===== config.mk =====
export PLATFORM = sky130hd
export DESIGN_NAME = router_egress_arb
export DESIGN_NICKNAME = d
export VERILOG_FILES = /design/src/rtl/router_pkg.sv /design/src/rtl/router_rr_picker.sv /design/src/rtl/router_egress_arb.sv
export SDC_FILE = /design/constraint.sdc
export NUM_CORES = 1
export LEC_CHECK = 0
export ABC_CLOCK_PERIOD_IN_PS = 2100
export BUFFER_PORTS_ARGS = -buffer_cell sky130_fd_sc_hd__clkbuf_2
export CAP_MARGIN = 20
export CORE_AREA = 2 2 77 57
export DETAILED_ROUTE_END_ITERATION = 8
export DIE_AREA = 0 0 79 59
export PLACE_DENSITY_LB_ADDON = 0.12
export RECOVER_POWER = 25
export SLEW_MARGIN = 20
export SYNTH_ARGS = -nofsm -noshare
export SYNTH_HDL_FRONTEND = slang
export SYNTH_SLANG_ARGS = --single-unit
export TNS_END_PERCENT = 20

===== constraint.sdc =====
create_clock -name clock -period 2.1 [get_ports clock]
set_input_delay 0.105 -clock clock [delete_from_list [all_inputs] [get_ports clock]]
set_output_delay 0.105 -clock clock [all_outputs]
set_load 0.02 [all_outputs]

===== src/rtl/router_pkg.sv =====
// rtl/router_pkg.sv - shared types and constants for the router egress arbiter
package router_pkg;

    localparam int NUM_PORTS = 3;
    localparam logic [1:0] GRANT_NONE = 2'b11;
    localparam int HDR_LEN_MSB = 7;
    localparam int HDR_LEN_LSB = 2;
    localparam int CNT_W = 7;

    typedef enum logic [1:0] {
        ST_IDLE,
        ST_READ,
        ST_CAPTURE,
        ST_PRESENT
    } state_e;

    function automatic logic [1:0] next_port(input logic [1:0] p);
        return (p >= 2'd2) ? 2'd0 : p + 2'd1;
    endfunction

endpackage


===== src/rtl/router_rr_picker.sv =====
// rtl/router_rr_picker.sv - picks the next FIFO to serve from the request vector
// Fixed priority 0>1>2 when ROUTER_EGRESS_FIXED_PRIO_EN is defined, round-robin otherwise.
module router_rr_picker
    import router_pkg::*;
(
    input  logic [NUM_PORTS-1:0] request,
    input  logic [1:0]           last_grant,
    output logic [1:0]           winner,
    output logic                 valid
);

`ifdef ROUTER_EGRESS_FIXED_PRIO_EN
    logic unused_last_grant;
    assign unused_last_grant = ^last_grant;

    always_comb begin
        winner = GRANT_NONE;
        valid  = 1'b0;
        for (int i = NUM_PORTS - 1; i >= 0; i--) begin
            if (request[i]) begin
                winner = 2'(i);
                valid  = 1'b1;
            end
        end
    end
`else
    always_comb begin
        logic [1:0] idx;
        winner = GRANT_NONE;
        valid  = 1'b0;
        idx    = next_port(last_grant);
        for (int i = 0; i < NUM_PORTS; i++) begin
            if (!valid && request[idx]) begin
                winner = idx;
                valid  = 1'b1;
            end
            idx = next_port(idx);
        end
    end
`endif

endmodule


===== src/rtl/router_egress_arb.sv =====
// rtl/router_egress_arb.sv - drains whole packets from three FIFOs onto one egress port
// Arbitration is fixed priority when ROUTER_EGRESS_FIXED_PRIO_EN is defined.
module router_egress_arb
    import router_pkg::*;
#(
    parameter int TIMEOUT = 30
) (
    input  logic       clock,
    input  logic       reset,
    input  logic       fifo_empty_0,
    input  logic       fifo_empty_1,
    input  logic       fifo_empty_2,
    input  logic [7:0] data_out_0,
    input  logic [7:0] data_out_1,
    input  logic [7:0] data_out_2,
    output logic       read_enb_0,
    output logic       read_enb_1,
    output logic       read_enb_2,
    output logic [7:0] out_data,
    output logic       out_valid,
    input  logic       out_ready,
    output logic       out_sop,
    output logic       out_eop,
    output logic [1:0] grant,
    output logic       busy,
    output logic       soft_reset_0,
    output logic       soft_reset_1,
    output logic       soft_reset_2
);

    localparam int STALL_W = $clog2(TIMEOUT + 1);

    state_e             state_q, state_d;
    logic [1:0]         grant_q, grant_d;
    logic [1:0]         last_grant_q, last_grant_d;
    logic [CNT_W-1:0]   cnt_q, cnt_d;
    logic [STALL_W-1:0] stall_q, stall_d;
    logic [7:0]         out_data_q, out_data_d;
    logic               out_valid_q, out_valid_d;
    logic               sop_q, sop_d;
    logic               eop_q, eop_d;
    logic               first_q, first_d;

    logic [NUM_PORTS-1:0] request;
    logic [1:0]           pick_winner;
    logic                 pick_valid;
    logic [3:0]           grant_oh;
    logic [7:0]           data_sel;
    logic                 empty_sel;
    logic [2:0]           rd_vec;
    logic [2:0]           sr_vec;

    assign request  = ~{fifo_empty_2, fifo_empty_1, fifo_empty_0};
    assign grant_oh = 4'b0001 << grant_q;

    router_rr_picker u_picker (
        .request    (request),
        .last_grant (last_grant_q),
        .winner     (pick_winner),
        .valid      (pick_valid)
    );

    always_comb begin
        data_sel  = 8'h00;
        empty_sel = 1'b1;
        case (grant_q)
            2'd0: begin data_sel = data_out_0; empty_sel = fifo_empty_0; end
            2'd1: begin data_sel = data_out_1; empty_sel = fifo_empty_1; end
            2'd2: begin data_sel = data_out_2; empty_sel = fifo_empty_2; end
            default: ;
        endcase
    end

    always_comb begin
        state_d      = state_q;
        grant_d      = grant_q;
        last_grant_d = last_grant_q;
        cnt_d        = cnt_q;
        stall_d      = stall_q;
        out_data_d   = out_data_q;
        out_valid_d  = out_valid_q;
        sop_d        = sop_q;
        eop_d        = eop_q;
        first_d      = first_q;
        rd_vec       = 3'b000;
        sr_vec       = 3'b000;
        case (state_q)
            ST_IDLE: begin
                grant_d = GRANT_NONE;
                if (pick_valid) begin
                    grant_d      = pick_winner;
                    last_grant_d = pick_winner;
                    first_d      = 1'b1;
                    state_d      = ST_READ;
                end
            end
            ST_READ: begin
                if (!empty_sel) begin
                    rd_vec  = grant_oh[2:0];
                    state_d = ST_CAPTURE;
                end
            end
            ST_CAPTURE: begin
                out_data_d  = data_sel;
                out_valid_d = 1'b1;
                sop_d       = first_q;
                // Counter holds payload+parity still to send; parity is the byte seen at count 1.
                eop_d       = !first_q && (cnt_q == CNT_W'(1));
                if (first_q) begin
                    cnt_d = CNT_W'(data_sel[HDR_LEN_MSB:HDR_LEN_LSB]) + CNT_W'(1);
                end
                first_d = 1'b0;
                stall_d = '0;
                state_d = ST_PRESENT;
            end
            ST_PRESENT: begin
                if (out_ready) begin
                    out_valid_d = 1'b0;
                    sop_d       = 1'b0;
                    eop_d       = 1'b0;
                    stall_d     = '0;
                    if (!sop_q) begin
                        cnt_d = cnt_q - CNT_W'(1);
                    end
                    if (cnt_d == '0) begin
                        grant_d = GRANT_NONE;
                        state_d = ST_IDLE;
                    end else begin
                        state_d = ST_READ;
                    end
                end else if (stall_q == STALL_W'(TIMEOUT - 1)) begin
                    sr_vec      = grant_oh[2:0];
                    out_valid_d = 1'b0;
                    sop_d       = 1'b0;
                    eop_d       = 1'b0;
                    stall_d     = '0;
                    cnt_d       = '0;
                    grant_d     = GRANT_NONE;
                    state_d     = ST_IDLE;
                end else begin
                    stall_d = stall_q + STALL_W'(1);
                end
            end
            default: state_d = ST_IDLE;
        endcase
    end

    always_ff @(posedge clock or posedge reset) begin
        if (reset) begin
            state_q      <= ST_IDLE;
            grant_q      <= GRANT_NONE;
            last_grant_q <= 2'd2;
            cnt_q        <= '0;
            stall_q      <= '0;
            out_data_q   <= 8'h00;
            out_valid_q  <= 1'b0;
            sop_q        <= 1'b0;
            eop_q        <= 1'b0;
            first_q      <= 1'b0;
        end else begin
            state_q      <= state_d;
            grant_q      <= grant_d;
            last_grant_q <= last_grant_d;
            cnt_q        <= cnt_d;
            stall_q      <= stall_d;
            out_data_q   <= out_data_d;
            out_valid_q  <= out_valid_d;
            sop_q        <= sop_d;
            eop_q        <= eop_d;
            first_q      <= first_d;
        end
    end

    assign read_enb_0   = rd_vec[0];
    assign read_enb_1   = rd_vec[1];
    assign read_enb_2   = rd_vec[2];
    assign soft_reset_0 = sr_vec[0];
    assign soft_reset_1 = sr_vec[1];
    assign soft_reset_2 = sr_vec[2];
    assign out_data     = out_data_q;
    assign out_valid    = out_valid_q;
    assign out_sop      = sop_q;
    assign out_eop      = eop_q;
    assign grant        = grant_q;
    assign busy         = (state_q != ST_IDLE);

endmodule


Yosys cells after proc, flatten, opt, wreduce, memory -nomap -nowiden
Index checks and enable logic that the tools add are counted.
- bits in registers: 30
- word-level logic and storage cells: 105
- $add $sub $neg: 6
- $lt $le $gt $ge: 6
- eq/ne operators: 12
- shift-type cells: 1
- multiplexer cells: 50
- bitwise gates (word level): 1
- reduce and logical (&&, ||, !) cells: 19
- operator list (operator ; count):
    $mux W7 ; 6
    $mux W2 ; 14
    $pmux W8 S3 ; 1
    $mux W3 ; 5
    $pmux W7 S2 ; 1
    $mux W1 ; 10
    $mux W5 ; 2
    $pmux W5 S2 ; 1
    $lt A2 B3 Y1 const B ; 3
    $reduce_and A3 Y1 ; 3
    $pmux W1 S2 ; 4
    $pmux W2 S4 ; 1
    $reduce_bool A2 Y1 ; 4
    $add A6 B1 Y7 const B ; 1
    $eq A7 B1 Y1 const B ; 1
    $logic_not A7 Y1 ; 1
    $sub A7 B1 Y7 const B ; 1
    $add A2 B1 Y2 const B ; 3
    $bmux W1 S2 ; 3
    $eq A2 B2 Y1 const B ; 3
    $ge A2 B2 Y1 const B ; 3
    $ne A2 B2 Y1 const B ; 3
    $ne A3 B3 Y1 const B ; 2
    $reduce_and A2 Y1 ; 3
    other kinds (10) ; 16

Longest topological paths before layout
- word-level depth: 13
- mapped depth: 9
- depth with buffers taken out: 7

Modules after synthesis
Synthesis repeated with hierarchy kept, for this count alone.
- cell total of the unflattened synthesis: 223
- area, all modules: 2073.2 um2
- modules (own cells, without submodules) (module ; times used ; cells an instance ; area each (um2) ; seq. area each (um2)):
    router_egress_arb ; 1 ; 217 ; 2029.4 ; 754.5
    router_rr_picker ; 1 ; 6 ; 43.8 ; 0.0

Worst setup path after synthesis
No wires, ideal clock.
- path type: register to output
- start point: register grant_q[0] (netlist: grant[0])
- end point: output port read_enb_1
- data arrival time: 1.795 ns
- data required time: 1.995 ns
- slack: 0.200 ns
- cell stages (with the launch flop): 4
- buffers on the path: 2
- cell sequence: dfstp_2 > buf_2 > buf_2 > nor4bb_1
- cells in the longest elaborated chain, start to end: 4
- ends and longest elaborated chain (element ; line ; source):
    start, declared ; router_egress_arb.sv:34 ; logic [1:0] grant_q, grant_d;
    start signal, assigned ; router_egress_arb.sv:162 ; grant_q <= grant_d;
    $eq A2 B2 Y1, or another cell as far along ; router_egress_arb.sv:66 ; case (grant_q)
    $pmux W1 S3 ; router_egress_arb.sv:66 ;
    $mux W3 (*) ; router_egress_arb.sv:98 ; if (!empty_sel) begin
    $mux W3 (*) ; router_egress_arb.sv:87 ; case (state_q)
    end, declared ; router_egress_arb.sv:17 ; output logic read_enb_1,
Mark *: on every way between the ends. The rest lies on a longest branch, timed or not.

Final worst setup path
- start point: register cnt_q[1]
- end point: register state_q[0]
- cells in the longest elaborated chain, start to end: 8
- ends and longest elaborated chain (element ; line ; source):
    start, declared ; router_egress_arb.sv:36 ; logic [CNT_W-1:0] cnt_q, cnt_d;
    start signal, assigned ; router_egress_arb.sv:164 ; cnt_q <= cnt_d;
    $sub A7 B1 Y7 ; router_egress_arb.sv:123 ; cnt_d = cnt_q - CNT_W'(1);
    $mux W7 (*) ; router_egress_arb.sv:122 ; if (!sop_q) begin
    $mux W7 (*) ; router_egress_arb.sv:117 ; if (out_ready) begin
    $mux W7 (*) ; router_egress_arb.sv:87 ;
    $logic_not A7 Y1 (*) ; router_egress_arb.sv:125 ; if (cnt_d == '0) begin
    $mux W1 (*) ; router_egress_arb.sv:125 ;
    $mux W2 (*) ; router_egress_arb.sv:117 ;
    $pmux W2 S4 (*) ; router_egress_arb.sv:87 ;
    end signal, assigned ; router_egress_arb.sv:161 ; state_q <= state_d;
    end, declared ; router_egress_arb.sv:33 ; state_e state_q, state_d;
Mark *: on every way between the ends. The rest lies on a longest branch, timed or not. The select of a mux whose other input is x is not followed.
A chain may end at the register's enable or synchronous reset.

==> summary.md <==
| Metric | Value |
|---|---|
| PortBufs | 49 |
| Cells along the critical path | inv_1 -> ha_2 -> or3b_4 -> o21ai_1 -> a41o_1 -> a31oi_1 -> o22a_2 |
| Hold Crit Endpoint | out_data[1]$_DFFE_PP0P_ |
| Detail Placement HPWL | 3.70 mm |
| Initial Util | 52.6% |
| Share of post-route cells with drive strength above 1 | between 30% and 40% |
| Worst hold-check path type | input pin to register |
| GRT overflow | 0 |
| Clock Skews | 0.00293 ns |
| Slowest cell on crit path | dfrtp_1 |
| Post-DRT Antenna Nets | 0 |
| Core area | 0.00385 mm2 |
| Mapped Cells | 221 |
| WP data arrival | 2.12 ns |
| Final count of hold timing violations | 0 |
| DP Area | around 0.0024 mm2 |
| Drt wl/cell | 14.8 um |
| H-tree levels | 2 |
| Number of synthesized flops with an enable pin | 0 |
| Area grow syn2layout | 22.4% |
| Setup ws final | 0.155 ns |
| Iteration count of the initial detailed-routing pass | 4 |
| WP data required | 2.28 ns |
| Initial DRC Count | 75 |
| Post-Syn Area | 0.00202 mm2 |
| Skew-Pair Late Insertion Delay | 0.29 ns |
| Clk sinks | 30 |
| Most frequent cells in the layout | 50 x clkbuf_2, 27 x dfrtp_1, 22 x o21ai_0, 22 x nand2_1, 18 x nor2_1 |
| Sum Neg Setup Slack | 0 ns |
| # nets final | 319 |
| Top post-synthesis cells by area | dfrtp_1 33%, mux2i_1 6.4%, o21ai_0 5.7%, ha_1 5.6%, nand2_1 4.1% |
| #FFs+latches synth | 30 |
| Setup repair bufs after CTS | 0 |
| Final instance area | 0.00248 mm2 |
| First-pass GRT wire length | slightly above 8 mm |
| Crit path max fanout | 4 |
| DIE WIDTH | 79 um |
| Ant. Diodes | 0 |
| Mapped Avg Cell Area | 9.16 um2 |
| Worst setup SP type | register |
| Io pins | 50 |
| Vias | about 1900 |
| Worst slew pin tran | around 0.75 ns |
| Core Util, Final | 64.3% |
| Final Max Tran Viols | 0 |
| Cell area power density | 1450 mW/mm2 |
| Total GRT Usage | 22.7% |
| Row count | 19 |
| Ys flop type | dfrtp_1 |
| Sequential cell area fraction in the yosys report | 37.3% |
| Final WL | slightly below 5 mm |
| Leakage | ~0.0012 uW |
| Relative slew slack | roughly half |
| Num CTS Buffers | 5 |
| Clock transition at path regs | 0.06 ns |
| Yosys top cell by area | dfrtp_1 |
| R2R Setup Slk | 0.16 ns |
| Critical Path End Type | register |
| CTS tree | built |
| Vias in the first global route | 1661 |
| Hold_sp | data_out_2[1] |
| Overall Power | 3580 uW |
| Final setup fails | 0 |
| Commonest non-fill, non-tap cell in the layout | clkbuf_2 |
| Post-layout min period | a little under 2 ns |
| Crit share post-route | 92.6% |
| CP Class | register to register |
| Synth Warn # | 0 |
| CP max stage delay | 0.44 ns |
| Outcome | finished clean |
| Asr flop ratio synth | between 90% and 100% |
| Syn Nets | 260 |
| Initial antenna violation count | 0 |
| GPL Wtd Cong | slightly above 0.9 |
| Max rail drop VDD | 0.000881 V |
| Post-synth top area share | 33.4% |
| R2R Path End | state_q[0]$_DFFE_PP0P_ |
| Place WS | 0.120 ns |
| Reg2reg path depth | 7 |
| Vias per inst | 5.57 |
| # DRC | 0 |
| Synth unique cells | 49 |
| RSZ-0062 raised after global routing | true |
| Pin count of the biggest net entering global routing | 31 |
| DIE AREA | 0.00466 mm2 |
| FMAX | 0.514 GHz |
| Reg-to-reg startpoint | cnt_q[1]$_DFFE_PP0P_ |
| Largest buffer count on any clock path | 2 |
| Hold path cells | 3 |
| Height of the die | approximately 59 um |
| Root buffer cell | clkbuf_8 |
| Max Cap Violations | 0 |
## power breakdown
| part | switching [uW] | total, uW | internal [uW] |
|---|---|---|---|
| sequential | 228 | 1050 | 826 |
| clock | 217 | 481 | 264 |
| combinational | 1160 | 2050 | 892 |
| total | 1600 | 3580 | 1980 |
## registers in the layout (all words and copies together) (netlist names)
signal,count
grant,2
cnt_q,7
out_sop,1
last_grant_q,2
stall_q,5
state_q,2
first_q,1
out_valid,1
out_eop,1
out_data,8
## metrics by stage
stage / hold WS (ns) / std cells
after floorplan: 0.194 / 221
after global placement: 0.182 / 324
after detailed placement: 0.185 / 324
after CTS: 0.119 / 333
after global routing: 0.139 / 333
final: 0.122 / 333
## final cells by class
cell class	instances	area [um2]
Fill cell	357	1370
Multi-Input combinational cell	172	1190
Sequential cell	30	754
Timing Repair Buffer	61	335
Clock buffer	7	86.3
Tap cell	52	65.1
Inverter	10	37.5
Clock inverter	1	5.00
## Yosys cell counts, types with 3 or more instances
master,number
xnor2_1,3
nor2_1,18
nand3_1,4
buf_2,5
nand4_1,4
and3_1,4
dfrtp_1,27
nor2b_1,3
mux2_2,7
ha_1,9
a21oi_1,16
o32ai_1,3
dfstp_2,3
mux2i_1,13
o21ai_0,23
inv_1,10
nand2_1,22
## worst max-delay path: cells and delay by family, from the launching register on
family / cells / cell delay [ns]
AND/OR/NAND/NOR: 1 / 0.40
flip-flops: 1 / 0.44
buffers and inverters: 1 / 0.11
adder cells (fa/ha/maj): 1 / 0.21
AO/OA/AOI/OAI: 4 / 0.68
## cells by family after synthesis
family,after synthesis,synth area share [%]
compound gates,67,21.9
xor+xnor,4,1.73
fa+ha+maj,9,5.56
buf+inv,19,4.20
flops,30,37.3
mux,20,10.3
simple gates,72,19.0
## what timing repair did
item                                   in CTS  in global routing
endpoints found under the hold margin      27                  0
resized for setup                           0                  4
setup endpoints to repair                   0                  5
hold buffers                                1                  0
## layer usage
metal	vias to the layer above	share of wire [%]	track usage [%]
met2	38	45	33.5
met5	-	0	0
li1	938	-	-
met3	8	3.7	4.57
met4	0	1.2	7.88
met1	870	51	33.4
## worst max-delay path by stage
stage                         start                      to  cells past startpoint  slack [ns]
3_3_place_gp   cnt_q[1]$_DFFE_PP0P_  state_q[0]$_DFFE_PP0P_                      7        0.18
4_1_cts        cnt_q[1]$_DFFE_PP0P_  state_q[0]$_DFFE_PP0P_                      7        0.11
2_1_floorplan  grant[0]$_DFFE_PP1P_              read_enb_1                      3        0.20
6_report       cnt_q[1]$_DFFE_PP0P_  state_q[0]$_DFFE_PP0P_                      7        0.16
3_5_place_dp   cnt_q[1]$_DFFE_PP0P_  state_q[0]$_DFFE_PP0P_                      7        0.12
5_1_grt        cnt_q[1]$_DFFE_PP0P_  state_q[0]$_DFFE_PP0P_                      7      -0.006
No activity file was read; power rests on OpenSTA's default activity.
